==> src/rtl/calc_pkg.sv <==
// calc_pkg: constants and types shared by the calculator pipeline.
//
// Contents:
//   OP_W, RES_W, CMD_W  - operand, result and command code widths
//   CMD_ADD .. CMD_MOD  - command codes. Each one is the low nibble of the
//                         ASCII character for that operator.
//   ITER_STEPS          - number of steps in the multiplier/divider sequences
//   exec_state_t        - state encoding for the execution stage FSM
//   cmd_is_iterative()  - tells whether a command runs the 8-step sequence
//
// Configuration macro: CALC_EXEC_MUL_EN. When it is undefined, MUL is not
// treated as an iterative command. The execution stage then rejects it as
// an invalid cmd.

package calc_pkg;

  localparam int OP_W  = 8;
  localparam int RES_W = 16;
  localparam int CMD_W = 4;

  localparam int ITER_STEPS = OP_W;

  localparam logic [CMD_W-1:0] CMD_ADD = 4'hB;  // '+'
  localparam logic [CMD_W-1:0] CMD_SUB = 4'hD;  // '-'
  localparam logic [CMD_W-1:0] CMD_MUL = 4'hA;  // '*'
  localparam logic [CMD_W-1:0] CMD_DIV = 4'hF;  // '/'
  localparam logic [CMD_W-1:0] CMD_MOD = 4'h5;  // '%'

  typedef enum logic [1:0] {
    ST_IDLE = 2'd0,
    ST_CALC = 2'd1,
    ST_ITER = 2'd2
  } exec_state_t;

  // A command runs the 8-step sequence only when it can produce a valid
  // result. DIV or MOD by zero goes through the one-cycle error path.
  function automatic logic cmd_is_iterative(input logic [CMD_W-1:0] cmd,
                                            input logic [OP_W-1:0]  divisor);
    logic iter;
    iter = 1'b0;
    if ((cmd == CMD_DIV || cmd == CMD_MOD) && divisor != '0)
      iter = 1'b1;
`ifdef CALC_EXEC_MUL_EN
    if (cmd == CMD_MUL)
      iter = 1'b1;
`endif
    return iter;
  endfunction

endpackage

==> src/rtl/calc_exec_div.sv <==
// calc_exec_div: iterative restoring divider for the calculator.
//
// The parent FSM sequences this block. It pulses 'load' to capture the
// operands. It then holds 'step' high for OP_W cycles. Each step retires
// one quotient bit, starting from the MSB.
//
// The quotient and remainder outputs are combinational. They show the
// values the internal registers will hold after the current step. During
// the final step they are therefore already the finished result, so the
// parent can capture them on that same edge without an extra cycle.
//
// Ports:
//   clk, rst   - clock, synchronous active-high reset
//   load       - capture dividend/divisor and clear the partial remainder
//   step       - perform one restoring-division step
//   dividend   - unsigned dividend (operand A)
//   divisor    - unsigned divisor (operand B); must be nonzero when stepping
//   quotient   - quotient after the current step
//   remainder  - partial remainder after the current step

module calc_exec_div
  import calc_pkg::*;
(
  input  logic            clk,
  input  logic            rst,
  input  logic            load,
  input  logic            step,
  input  logic [OP_W-1:0] dividend,
  input  logic [OP_W-1:0] divisor,
  output logic [OP_W-1:0] quotient,
  output logic [OP_W-1:0] remainder
);

  // quo_q starts out holding the dividend. Each step shifts it left.
  // The low end fills with quotient bits while the high end feeds
  // dividend bits into the partial remainder.
  logic [OP_W-1:0] quo_q;
  logic [OP_W-1:0] rem_q;
  logic [OP_W-1:0] dsr_q;

  logic [OP_W:0]   shifted;
  logic [OP_W+1:0] trial;

  // The trial subtraction gets one spare bit above the shifted remainder.
  // Its top bit is then a clean borrow flag.
  always_comb begin
    shifted   = {rem_q, quo_q[OP_W-1]};
    trial     = {1'b0, shifted} - {2'b00, dsr_q};
    quotient  = {quo_q[OP_W-2:0], 1'b0};
    remainder = shifted[OP_W-1:0];
    if (!trial[OP_W+1]) begin
      quotient  = {quo_q[OP_W-2:0], 1'b1};
      remainder = trial[OP_W-1:0];
    end
  end

  always_ff @(posedge clk) begin
    if (rst) begin
      quo_q <= '0;
      rem_q <= '0;
      dsr_q <= '0;
    end else if (load) begin
      quo_q <= dividend;
      rem_q <= '0;
      dsr_q <= divisor;
    end else if (step) begin
      quo_q <= quotient;
      rem_q <= remainder;
    end
  end

endmodule

==> src/rtl/calc_exec.sv <==
// calc_exec: arithmetic execution stage of the calculator.
//
// The stage accepts a one-cycle start pulse from the command interpreter.
// It samples op_A, op_B and cmd at that point. It then produces a
// registered result together with the flags and a one-cycle done pulse.
//   - ADD, SUB and all error cases take the one-cycle CALC state
//     (latency 2).
//   - MUL, DIV and MOD run an 8-step ITER sequence (latency 9).
//   - A start pulse that arrives while busy is dropped.
//
// Ports:
//   clk, rst  - clock, synchronous active-high reset
//   start     - request pulse (interpreter rdy)
//   op_A      - operand A, unsigned
//   op_B      - operand B, unsigned
//   cmd       - operation code (see calc_pkg)
//   result    - unsigned magnitude of the last result, held until the
//               next completion
//   neg       - last result is negative (SUB only)
//   err       - last operation was invalid
//   done      - one-cycle completion pulse
//   busy      - an accepted operation is in progress
//
// Configuration macro: CALC_EXEC_MUL_EN. When it is defined, MUL runs on
// the inline shift-add multiplier. When it is undefined, the multiplier is
// absent and 4'hA completes with err=1 like any other unknown cmd.

module calc_exec
  import calc_pkg::*;
(
  input  logic             clk,
  input  logic             rst,
  input  logic             start,
  input  logic [OP_W-1:0]  op_A,
  input  logic [OP_W-1:0]  op_B,
  input  logic [CMD_W-1:0] cmd,
  output logic [RES_W-1:0] result,
  output logic             neg,
  output logic             err,
  output logic             done,
  output logic             busy
);

  exec_state_t      state;
  logic [2:0]       step_cnt;
  logic [OP_W-1:0]  a_q;
  logic [OP_W-1:0]  b_q;
  logic [CMD_W-1:0] cmd_q;

  logic             accept;
  logic             iter_step;
  logic             last_step;
  logic [OP_W-1:0]  div_quotient;
  logic [OP_W-1:0]  div_remainder;

  // Starts are taken only in IDLE. That includes the cycle in which done
  // is high, because the FSM is already back in IDLE by then.
  assign accept    = (state == ST_IDLE) && start;
  assign iter_step = (state == ST_ITER);
  assign last_step = iter_step && (step_cnt == 3'(ITER_STEPS - 1));

  calc_exec_div u_div (
    .clk       (clk),
    .rst       (rst),
    .load      (accept),
    .step      (iter_step),
    .dividend  (op_A),
    .divisor   (op_B),
    .quotient  (div_quotient),
    .remainder (div_remainder)
  );

`ifdef CALC_EXEC_MUL_EN
  // Shift-add multiplier. Each step adds the current multiplicand when
  // the LSB of the shifted multiplier is set. mul_acc_next is the sum
  // including the current step, so the final product is available during
  // the last step.
  logic [RES_W-1:0] mul_acc;
  logic [RES_W-1:0] mul_mcand;
  logic [OP_W-1:0]  mul_mplier;
  logic [RES_W-1:0] mul_acc_next;

  assign mul_acc_next = mul_mplier[0] ? (mul_acc + mul_mcand) : mul_acc;

  always_ff @(posedge clk) begin
    if (rst) begin
      mul_acc    <= '0;
      mul_mcand  <= '0;
      mul_mplier <= '0;
    end else if (accept) begin
      mul_acc    <= '0;
      mul_mcand  <= RES_W'(op_A);
      mul_mplier <= op_B;
    end else if (iter_step) begin
      mul_acc    <= mul_acc_next;
      mul_mcand  <= {mul_mcand[RES_W-2:0], 1'b0};
      mul_mplier <= {1'b0, mul_mplier[OP_W-1:1]};
    end
  end
`endif

  // Control FSM with registered outputs. done defaults low every cycle,
  // so it can only be high for a single cycle. Reset has priority over
  // start and discards any operation in progress without a done pulse.
  always_ff @(posedge clk) begin
    if (rst) begin
      state    <= ST_IDLE;
      step_cnt <= '0;
      a_q      <= '0;
      b_q      <= '0;
      cmd_q    <= '0;
      result   <= '0;
      neg      <= 1'b0;
      err      <= 1'b0;
      done     <= 1'b0;
      busy     <= 1'b0;
    end else begin
      done <= 1'b0;
      case (state)
        ST_IDLE: begin
          if (start) begin
            a_q      <= op_A;
            b_q      <= op_B;
            cmd_q    <= cmd;
            busy     <= 1'b1;
            step_cnt <= '0;
            if (cmd_is_iterative(cmd, op_B))
              state <= ST_ITER;
            else
              state <= ST_CALC;
          end
        end

        // Only ADD, SUB and the error cases ever reach CALC. Everything
        // that is neither ADD nor SUB is therefore an error completion.
        ST_CALC: begin
          done  <= 1'b1;
          busy  <= 1'b0;
          state <= ST_IDLE;
          neg   <= 1'b0;
          err   <= 1'b0;
          case (cmd_q)
            CMD_ADD: result <= RES_W'(a_q) + RES_W'(b_q);
            CMD_SUB: begin
              if (a_q >= b_q) begin
                result <= RES_W'(a_q - b_q);
              end else begin
                result <= RES_W'(b_q - a_q);
                neg    <= 1'b1;
              end
            end
            default: begin
              result <= '0;
              err    <= 1'b1;
            end
          endcase
        end

        ST_ITER: begin
          step_cnt <= step_cnt + 3'd1;
          if (last_step) begin
            done     <= 1'b1;
            busy     <= 1'b0;
            state    <= ST_IDLE;
            step_cnt <= '0;
            neg      <= 1'b0;
            err      <= 1'b0;
            case (cmd_q)
              CMD_DIV: result <= RES_W'(div_quotient);
              CMD_MOD: result <= RES_W'(div_remainder);
`ifdef CALC_EXEC_MUL_EN
              CMD_MUL: result <= mul_acc_next;
`endif
              default: result <= '0;
            endcase
          end
        end

        default: begin
          state <= ST_IDLE;
          busy  <= 1'b0;
        end
      endcase
    end
  end

endmodule

==> config.mk <==
export PLATFORM = sky130hd
export DESIGN_NAME = calc_exec
export DESIGN_NICKNAME = d
export VERILOG_FILES = /design/src/rtl/calc_pkg.sv /design/src/rtl/calc_exec_div.sv /design/src/rtl/calc_exec.sv
export SDC_FILE = /design/constraint.sdc
export NUM_CORES = 1
export LEC_CHECK = 0
export ABC_CLOCK_PERIOD_IN_PS = 3000
export CAP_MARGIN = 20
export CORE_MARGIN = 2
export CORE_UTILIZATION = 26
export DETAILED_ROUTE_END_ITERATION = 6
export SYNTH_ARGS = -nofsm -noshare
export SYNTH_HDL_FRONTEND = slang
export SYNTH_HIERARCHICAL = 1
export SYNTH_SLANG_ARGS = --single-unit
==> constraint.sdc <==
create_clock -name clk -period 3 [get_ports clk]
set_input_delay 0.6 -clock clk [delete_from_list [all_inputs] [get_ports clk]]
set_output_delay 0.6 -clock clk [all_outputs]
set_load 0.02 [all_outputs]
Yosys cells after proc, flatten, opt, wreduce, memory -nomap -nowiden
Cells that the tools add are included.

storage, ports and cells
  bits in registers = 69

operators by class
  $add $sub $neg = 5
  $lt $le $gt $ge = 1
  equality and inequality tests = 11
  mux-type cells = 30
  reductions and logical operators = 15

operators by type and width
  cell                 number
  $pmux 16 s2          2
  $mux 16              2
  $mux 8               3
  $sub 8x8->9          2
  $eq 4x4->1 const B   4
  $pmux 8 s2           1
  $mux 1               11
  $sub 9x8->10         1
  $add 8x8->9          1
  $eq 4x3->1 const B   2
  $ge 8x8->1           1
  $pmux 1 s2           4
  $reduce_and 2->1     4
  $reduce_bool 8->1    1
  $mux 2               3
  $mux 3               2
  $pmux 3 s2           1
  $reduce_bool 2->1    3
  $pmux 2 s2           1
  $reduce_or 2->1      2
  $add 3x1->3 const B  1
  $eq 3x3->1 const B   1
  $logic_and 1x1->1    3
  $eq 2x1->1 const B   1
  other kinds (5)      5

Longest topological paths before layout
Gate-level depths: netlist of run 1.

  depth after elaboration = 10
  mapped depth = 13
  mapped depth without buffers = 13

By module
The synthesis of run 1 kept the hierarchy.

by module, submodules not included
  module         times used  cells an instance  area each (um2)
  calc_exec      1           393                3044.2
  calc_exec_div  1           196                1606.5

Least setup slack after synthesis of run 1
No wires, ideal clock.

  kind = flip-flop to flip-flop
  from = register u_div.quo_q[7]
  to = register result[6]
  library setup time = 0.062 ns
  arrival = 2.517 ns
  setup slack = 0.421 ns
  stages on the path, launching flop included = 13
  path buffers = 0
  cell sequence = dfxtp_1 > inv_1 > ha_1 > fa_1 > nand2b_1 > a2111oi_2 > a311oi_1 > a21o_1 > nand2_1 > a221oi_1 > or2_2 > a2111o_1 > nand3_1

on the way
  cells in the longest elaborated chain, start to end = 5

ends and longest elaborated chain
  what                      line                 text
  start: declaration        calc_exec_div.sv:37  logic [OP_W-1:0] quo_q;
  start signal: assignment  calc_exec_div.sv:63  quo_q <= dividend;
  start signal: assignment  calc_exec_div.sv:67  quo_q <= quotient;
  $sub 9x8->10              calc_exec_div.sv:48  trial = {1'b0, shifted} - {2'b00, dsr_q};
  $mux 8                    calc_exec_div.sv:51  if (!trial[OP_W+1]) begin
  net div_remainder[6]      calc_exec.sv:54      logic [OP_W-1:0] div_remainder;
  $pmux 8 s2                calc_exec.sv:168     case (cmd_q)
  $mux 16                   calc_exec.sv:161     if (last_step) begin
  $pmux 16 s2               calc_exec.sv:119     case (state)
  end signal: assignment    calc_exec.sv:143     CMD_ADD: result <= RES_W'(a_q) + RES_W'(b_q);
  end signal: assignment    calc_exec.sv:169     CMD_DIV: result <= RES_W'(div_quotient);
  end signal: assignment    calc_exec.sv:170     CMD_MOD: result <= RES_W'(div_remainder);
  end: declaration          calc_exec.sv:37      output logic [RES_W-1:0] result,

The timed path passes the listed nets, and every way through them passes these cells. The select of a mux whose other input is x is not followed.
A chain may end at the register's enable or synchronous reset.

Worst setup path in the final report of run 1
  from = register u_div.quo_q[7]
  to = register result[4]

Same word-level chain as after synthesis.

==> impl_metrics.json, run 1 <==
{
  "dr.first_iter.drc_count": 438,
  "grt_setup_unrepaired": "no",
  "drive_gt1_share_pct": 10.06,
  "path_cells": "inv_1 > ha_1 > fa_1 > nand2b_4 > a21oi_1 > xor2_1 > o21ai_1 > nand2_1 > a221oi_1 > o2bb2ai_1 > and3_2 > a32oi_1 > nand2_1",
  "p_seq_share_pct": 34.0,
  "detailedRoute.firstPassIterationCount": 5,
  "cts_tree": "done",
  "ctsHoldBuffers": 0,
  "max_stage_delay_ns": 0.46,
  "crit_path_max_fanout": 3,
  "grt_max_degree": 48,
  "io_pins": 43,
  "cts_buffers": 9,
  "die_h_um": 137.7,
  "arrival_ns": 3.00,
  "utilization_pct": 31.59,
  "die-area_um2": 18970,
  "synth_area_per_cell_um2": 7.896,
  "criticalPathCategory": "reg -> reg",
  "yosysWarnings": 6,
  "clockBufferDepth": 2,
  "syn_area_um2": 4651,
  "insertion_delay_ns": 0.34,
  "path_common_cell": "nand2_1",
  "synthesis.nets": 653,
  "status": "finished, final reports clean",
  "viasPerCell": 5.146,
  "place_congestion": 0.9513,
  "synth_edf_count": 0,
  "fin_area_um2": 5503,
  "cts.sinks": 63,
  "grtUsageTotal_pct": 15.63,
  "crit_slowest_cell": "fa_1",
  "io_buffers": 42,
  "placed_area_um2": 5209,
  "grt_overflow": 0,
  "post-layout-total-power_mw": 2.703,
  "p_per_area_nw_per_um2": 491.1,
  "dp_hpwl_um": 10670,
  "post-place-cells": 827,
  "hp-start": "step_cnt[1]$_SDFFE_PP0P_",
  "nets": 677,
  "period_share_pct": 92.55,
  "synthDistinctLibCells": 81,
  "routedWlPerCell_um": 16.74,
  "vdd_drop_max_mv": 0.2772,
  "grt_pass1_vias": 4131,
  "vias": 4328,
  "p_leak_nw": 2.202,
  "drc": 0,
  "start_util_pct": 26.70,
  "maxSlewViolCount": 0,
  "coreArea_um2": 17420,
  "cts_htree_levels": 3,
  "antenna_cells": 0,
  "r2r_start": "u_div/quo_q[7]$_SDFFE_PP0P_",
  "combinationalPowerShare_pct": 27.5,
  "relSlewSlack_pct": 58.95,
  "worstPathRequired_ns": 3.23,
  "nFillCells": 1873,
  "crit_family": "compound AO/OA/AOI/OAI gates",
  "post_cts_buffers": 0,
  "ys.flop_type": "dfxtp_1",
  "grt_pass1_wl_um": 22450,
  "antenna_found_initial": 0,
  "p_sw_mw": 0.8779,
  "wirelength_um": 14080,
  "hold_viol_final": 0,
  "switching_share_pct": 32.48,
  "chipWidth_um": 137.7,
  "yosys_register_bits": 63,
  "tightest_slew_ns": 0.6135,
  "cts-root-buf": "clkbuf_16",
  "timing.final.crit_period_ns": 2.776,
  "maxCapViolCount": 0,
  "cp.buffers_inverters": 1,
  "clk_pin_slew_ns": 0.05,
  "synthArstFlopShare_pct": 0,
  "clock.fmax_mhz": 360.2,
  "rows": 48,
  "cp-start-kind": "flip-flop",
  "setup_viol": 0,
  "setup_tns_ns": 0,
  "area_growth_pct": 18.32,
  "cp-end-kind": "flip-flop",
  "syn_inst": 589,
  "stdcell_count": 841,
  "internal-power_mw": 1.825,
  "ant_nets": 0,
  "clockPowerShare_pct": 38.5,
  "finClkSkew_ns": 0.008769,
  "hold_path_class": "reg -> reg",
  "startpoint": "u_div/quo_q[7]$_SDFFE_PP0P_",
  "seq_area_frac_synth_pct": 27.12
}
[registers in the layout, indices dropped and copies added (netlist names), 2 cells and up]
name,cells
step_cnt,3
cmd_q,4
b_q,8
u_div/rem_q,8
a_q,8
state,2
u_div/dsr_q,8
u_div/quo_q,8
result,10
[kinds of logic after synthesis]
| logic type | after synthesis | share of synthesized area (%) |
|---|---|---|
| xor gates and xnor gates | 7 | 1.318 |
| adders and majority gates | 41 | 11.68 |
| AOI/OAI and AO/OA | 166 | 25.10 |
| DFF | 63 | 27.12 |
| and+or+nand+nor | 207 | 21.63 |
| muxes | 19 | 4.224 |
| buffers and inverters | 86 | 8.932 |
[synthesized netlist by cell type (3+ instances only)]
cell type  number  area, um2
a221oi_1        8      70.07
dfxtp_1        63       1261
inv_1          39      146.4
a21oi_1        56      280.3
nor2_1         62      232.7
nand4_1         4      25.02
nand3b_1        3      22.52
nor3_1         11      55.05
mux2i_1        17      170.2
nand2b_1        6      37.54
buf_4          16      120.1
nor4_1          4      25.02
or3_1           5      31.28
nor2b_1         5      31.28
nand2_1        61      229.0
a311oi_1        3      26.28
buf_2           6      30.03
o21ai_0        21      105.1
nand3_1        18      90.09
a21o_1         12      90.09
buf_6           3      33.78
a22oi_1         4      30.03
o31ai_1         3      22.52
nand3_2         4      40.04
and3_1          5      31.28
a32oi_1         6      52.55
o21ai_1         4      20.02
o211ai_1        5      37.54
a31oi_1         8      50.05
fa_1            4      80.08
xnor2_1         6      52.55
clkbuf_1       20      75.07
o21a_1          3      22.52
ha_1           37      462.9
or2_2           3      18.77
[final cells by class]
class / instances / area, um2 / share of cell area, %
multi-input cells: 440 / 2982 / 54.18
inverters: 41 / 156.4 / 2.842
clock buffers: 10 / 239.0 / 4.343
repair buffers: 58 / 535.5 / 9.732
clock inverters: 4 / 47.55 / 0.8640
flip-flops and latches: 63 / 1261 / 22.92
well taps: 225 / 281.5 / 5.116
[final timing paths]
| path | slack, ns | end | cells after the start |
|---|---|---|---|
| worst min-delay path | 0.49 | step_cnt[1]$_SDFFE_PP0P_ | 2 |
| worst max register to register | 0.22 | result[4]$_SDFFE_PP0P_ | 13 |
| worst min register to register | 0.49 | step_cnt[1]$_SDFFE_PP0P_ | 2 |
| worst max-delay path | 0.22 | result[4]$_SDFFE_PP0P_ | 13 |
[repair_timing]
| action | 4_1_cts | 5_1_grt |
|---|---|---|
| resized for setup | 0 | 1 |
| endpoints found under the setup margin | 0 | 1 |
| endpoints found under the hold margin | 0 | 0 |
[through the flow]
| stage | hold slack [ns] | setup WS, ns |
|---|---|---|
| 2_1_floorplan | 0.4405 | 0.4211 |
| 3_3_place_gp | 0.4741 | 0.2603 |
| 3_5_place_dp | 0.4816 | 0.2031 |
| 4_1_cts | 0.4959 | 0.1968 |
| 5_1_grt | 0.5210 | 0.02132 |
| 6_report | 0.4917 | 0.2236 |
[power by group through the flow]
stage / Clock (mW) / Sequential (mW) / Combinational, mW
finish: 1.04 / 0.919 / 0.742
global route: 1.10 / 0.925 / 0.814
CTS: 1.06 / 0.919 / 0.731
detailed placement: 0 / 0.937 / 0.727
global placement: 0 / 0.936 / 0.731
floorplan: 0 / 0.927 / 0.536
[layer usage]
layer | vias up | GRT usage, % | share of wire (%)
li1 | 2141 | - | -
met1 | 2030 | 20.85 | 46
met2 | 137 | 24.38 | 45
met3 | 20 | 3.311 | 6.5
met4 | 0 | 6.633 | 2.3
met5 | - | 0 | 0
[cells in the final DEF, fill, tap and decap left out, drive strengths merged, types with 5 or more instances in the layout]
cell,Yosys,routed
and3,6,6
or2,5,5
xnor2,6,6
ha,37,37
a221oi,8,8
clkbuf,20,10
nor2b,5,5
o21ai,26,26
dfxtp,63,63
a32oi,6,6
nand3,22,22
nand2b,6,6
nor3,11,11
clkdlybuf4s50,0,41
a21o,12,12
a21oi,57,57
buf,25,17
a31oi,10,10
or3,5,5
inv,41,41
nand2,61,61
nor2,64,64
mux2i,17,17
o211ai,5,5
[worst min-delay path, delay by kind of cell, from the launching register on]
family             cells  cell delay (ns)
and+or+nand+nor        1             0.07
AOI/OAI and AO/OA      1             0.06
DFF                    1             0.33
Note: power is estimated with default switching activity, not from simulation.
==> run 2, diff against run 1 <==
--- a/config.mk
+++ b/config.mk
@@ -10,6 +10,7 @@
 export CORE_MARGIN = 2
 export CORE_UTILIZATION = 26
 export DETAILED_ROUTE_END_ITERATION = 6
+export GPL_ROUTABILITY_DRIVEN = 1
 export SYNTH_ARGS = -nofsm -noshare
 export SYNTH_HDL_FRONTEND = slang
 export SYNTH_HIERARCHICAL = 1
==> results of run 2 <==
Same layout as run 1: the final DEF is identical, and so are final timing and power.
==> run 3, diff against run 2 <==
--- a/config.mk
+++ b/config.mk
@@ -9,6 +9,7 @@
 export CAP_MARGIN = 20
 export CORE_MARGIN = 2
 export CORE_UTILIZATION = 26
+export CTS_BUF_LIST = sky130_fd_sc_hd__clkbuf_2
 export DETAILED_ROUTE_END_ITERATION = 6
 export GPL_ROUTABILITY_DRIVEN = 1
 export SYNTH_ARGS = -nofsm -noshare
==> run 3 against run 2 <==
Global-route usage shrank 0.10 points. Flip-flop and latch count is the same. Clock skew up 0.040 ns. Clock power fell by 50%. Die area unchanged. Register-to-register slack barely moved. Worst hold slack got worse by 0.20 ns. Utilization decreased by 1.1 points. Power decreased by 19%.
==> impl_metrics.json, run 3 (synthesized netlist as in run 1, its figures left out) <==
{
  "status": "finished, final reports clean",
  "worstPathRequired_ns": 3.48,
  "p_leak_nw": 2.123,
  "vdd_drop_max_mv": 0.1876,
  "setup_viol": 0,
  "setup_tns_ns": 0,
  "cts_htree_levels": 3,
  "drc": 0,
  "ant_nets": 0,
  "tightest_slew_ns": 0.6195,
  "cp-start-kind": "flip-flop",
  "hold_viol_final": 0,
  "chipWidth_um": 137.7,
  "p_per_area_nw_per_um2": 410.9,
  "crit_path_max_fanout": 3,
  "maxCapViolCount": 0,
  "dp_hpwl_um": 10670,
  "timing.final.crit_period_ns": 2.774,
  "largest-register": "result",
  "rows": 48,
  "place_ws_ns": 0.2031,
  "drive_gt1_share_pct": 9.903,
  "maxSlewViolCount": 0,
  "clockBufferDepth": 2,
  "dr.first_iter.drc_count": 407,
  "criticalPathCategory": "reg -> reg",
  "period_share_pct": 92.48,
  "cts.sinks": 63,
  "cts_buffers": 9,
  "arrival_ns": 3.25,
  "coreArea_um2": 17420,
  "grt_setup_unrepaired": "no",
  "vias": 4356,
  "place_congestion": 0.9513,
  "cts_tree": "done",
  "io_pins": 43,
  "grt_pass1_vias": 4113,
  "grt_pass1_wl_um": 22400,
  "io_buffers": 42,
  "viasPerCell": 5.173,
  "ctsHoldBuffers": 0,
  "grt_overflow": 0,
  "area_growth_pct": 14.29,
  "die_h_um": 137.7,
  "routedWlPerCell_um": 16.75,
  "setup_slack_ns": 0.2256,
  "grtUsageTotal_pct": 15.53,
  "detailedRoute.firstPassIterationCount": 5,
  "nets": 677,
  "cts-root-buf": "clkbuf_2",
  "hold_path_class": "in -> reg",
  "largest_reg_flops": 10,
  "clock.fmax_mhz": 360.4,
  "post_cts_buffers": 0,
  "die-area_um2": 18970,
  "nFillCells": 1900,
  "utilization_pct": 30.52,
  "clk_pin_slew_ns": 0.22,
  "relSlewSlack_pct": 58.55,
  "final_cell_mix": "dfxtp_1, nor2_1, nand2_1",
  "start_util_pct": 26.70,
  "insertion_delay_ns": 0.58,
  "finClkSkew_ns": 0.04920,
  "cp-end-kind": "flip-flop",
  "final_common_cell": "dfxtp_1",
  "grt_max_degree": 48,
  "wirelength_um": 14100,
  "antenna_found_initial": 1
}
## run 3: cell count changes in the layout (fill, tap and decap cells not counted), sizes merged
cell    delta
clkinv     +1
diode      +1
clkbuf     -1
## run 3: worst max-delay path: stages, from the launching register on
cell       delay, ns
dfxtp_1         0.38
inv_1           0.06
ha_1            0.23
fa_1            0.46
nand2b_4        0.17
a21oi_1         0.16
xor2_1          0.08
o21ai_1         0.14
nand2_1         0.09
a221oi_1        0.30
o2bb2ai_1       0.14
and3_2          0.23
a32oi_1         0.19
nand2_1         0.07
## run 3: metal layers
metal / GRT usage, % / share of wire [%] / vias to the layer above
met5: 0 / 0 / -
met4: 6.009 / 2.3 / 0
met3: 3.532 / 6.6 / 24
met2: 24.24 / 44 / 132
met1: 20.78 / 47 / 2067
li1: - / - / 2133
## run 3: worst paths after layout
| kind | from | endpoint | slack (ns) | depth (start not counted) |
|---|---|---|---|---|
| worst max-delay path | u_div/quo_q[7]$_SDFFE_PP0P_ | result[4]$_SDFFE_PP0P_ | 0.23 | 13 |
| worst min-delay path | rst | result[0]$_SDFFE_PP0P_ | 0.29 | 2 |
| worst max register to register | u_div/quo_q[7]$_SDFFE_PP0P_ | result[4]$_SDFFE_PP0P_ | 0.23 | 13 |
| worst min register to register | u_div/rem_q[7]$_SDFFE_PP0P_ | u_div/rem_q[7]$_SDFFE_PP0P_ | 0.51 | 2 |
## run 3: what timing repair did
item	4_1_cts	5_1_grt
hold endpoints to repair	0	0
endpoints found under the setup margin	0	1
gates resized for setup	0	1
## run 3: report_power, final
part           switching (mW)  internal, mW
sequential             0.0421         0.877
combinational           0.449         0.295
clock                   0.343         0.178
## run 3: final cells by class
class                      instances  area, um2  area share [%]
multi-input combinational        440       2982           56.10
sequential                        63       1261           23.73
timing repair buffer              58      535.5           10.08
tap                              225      281.5           5.297
inverter                          41      156.4           2.943
clock inverter                     5      51.30          0.9652
clock buffer                       9      45.04          0.8475
antenna                            1      2.502         0.04708
## run 3: through the flow
step	power [mW]	area, um2	hold slack, ns	cells
2_1_floorplan	1.463	4651	0.4405	589
3_3_place_gp	1.667	5209	0.4741	827
3_5_place_dp	1.664	5209	0.4816	827
4_1_cts	2.182	5305	0.2862	841
5_1_grt	2.302	5315	0.2922	842
6_report	2.184	5315	0.2946	842
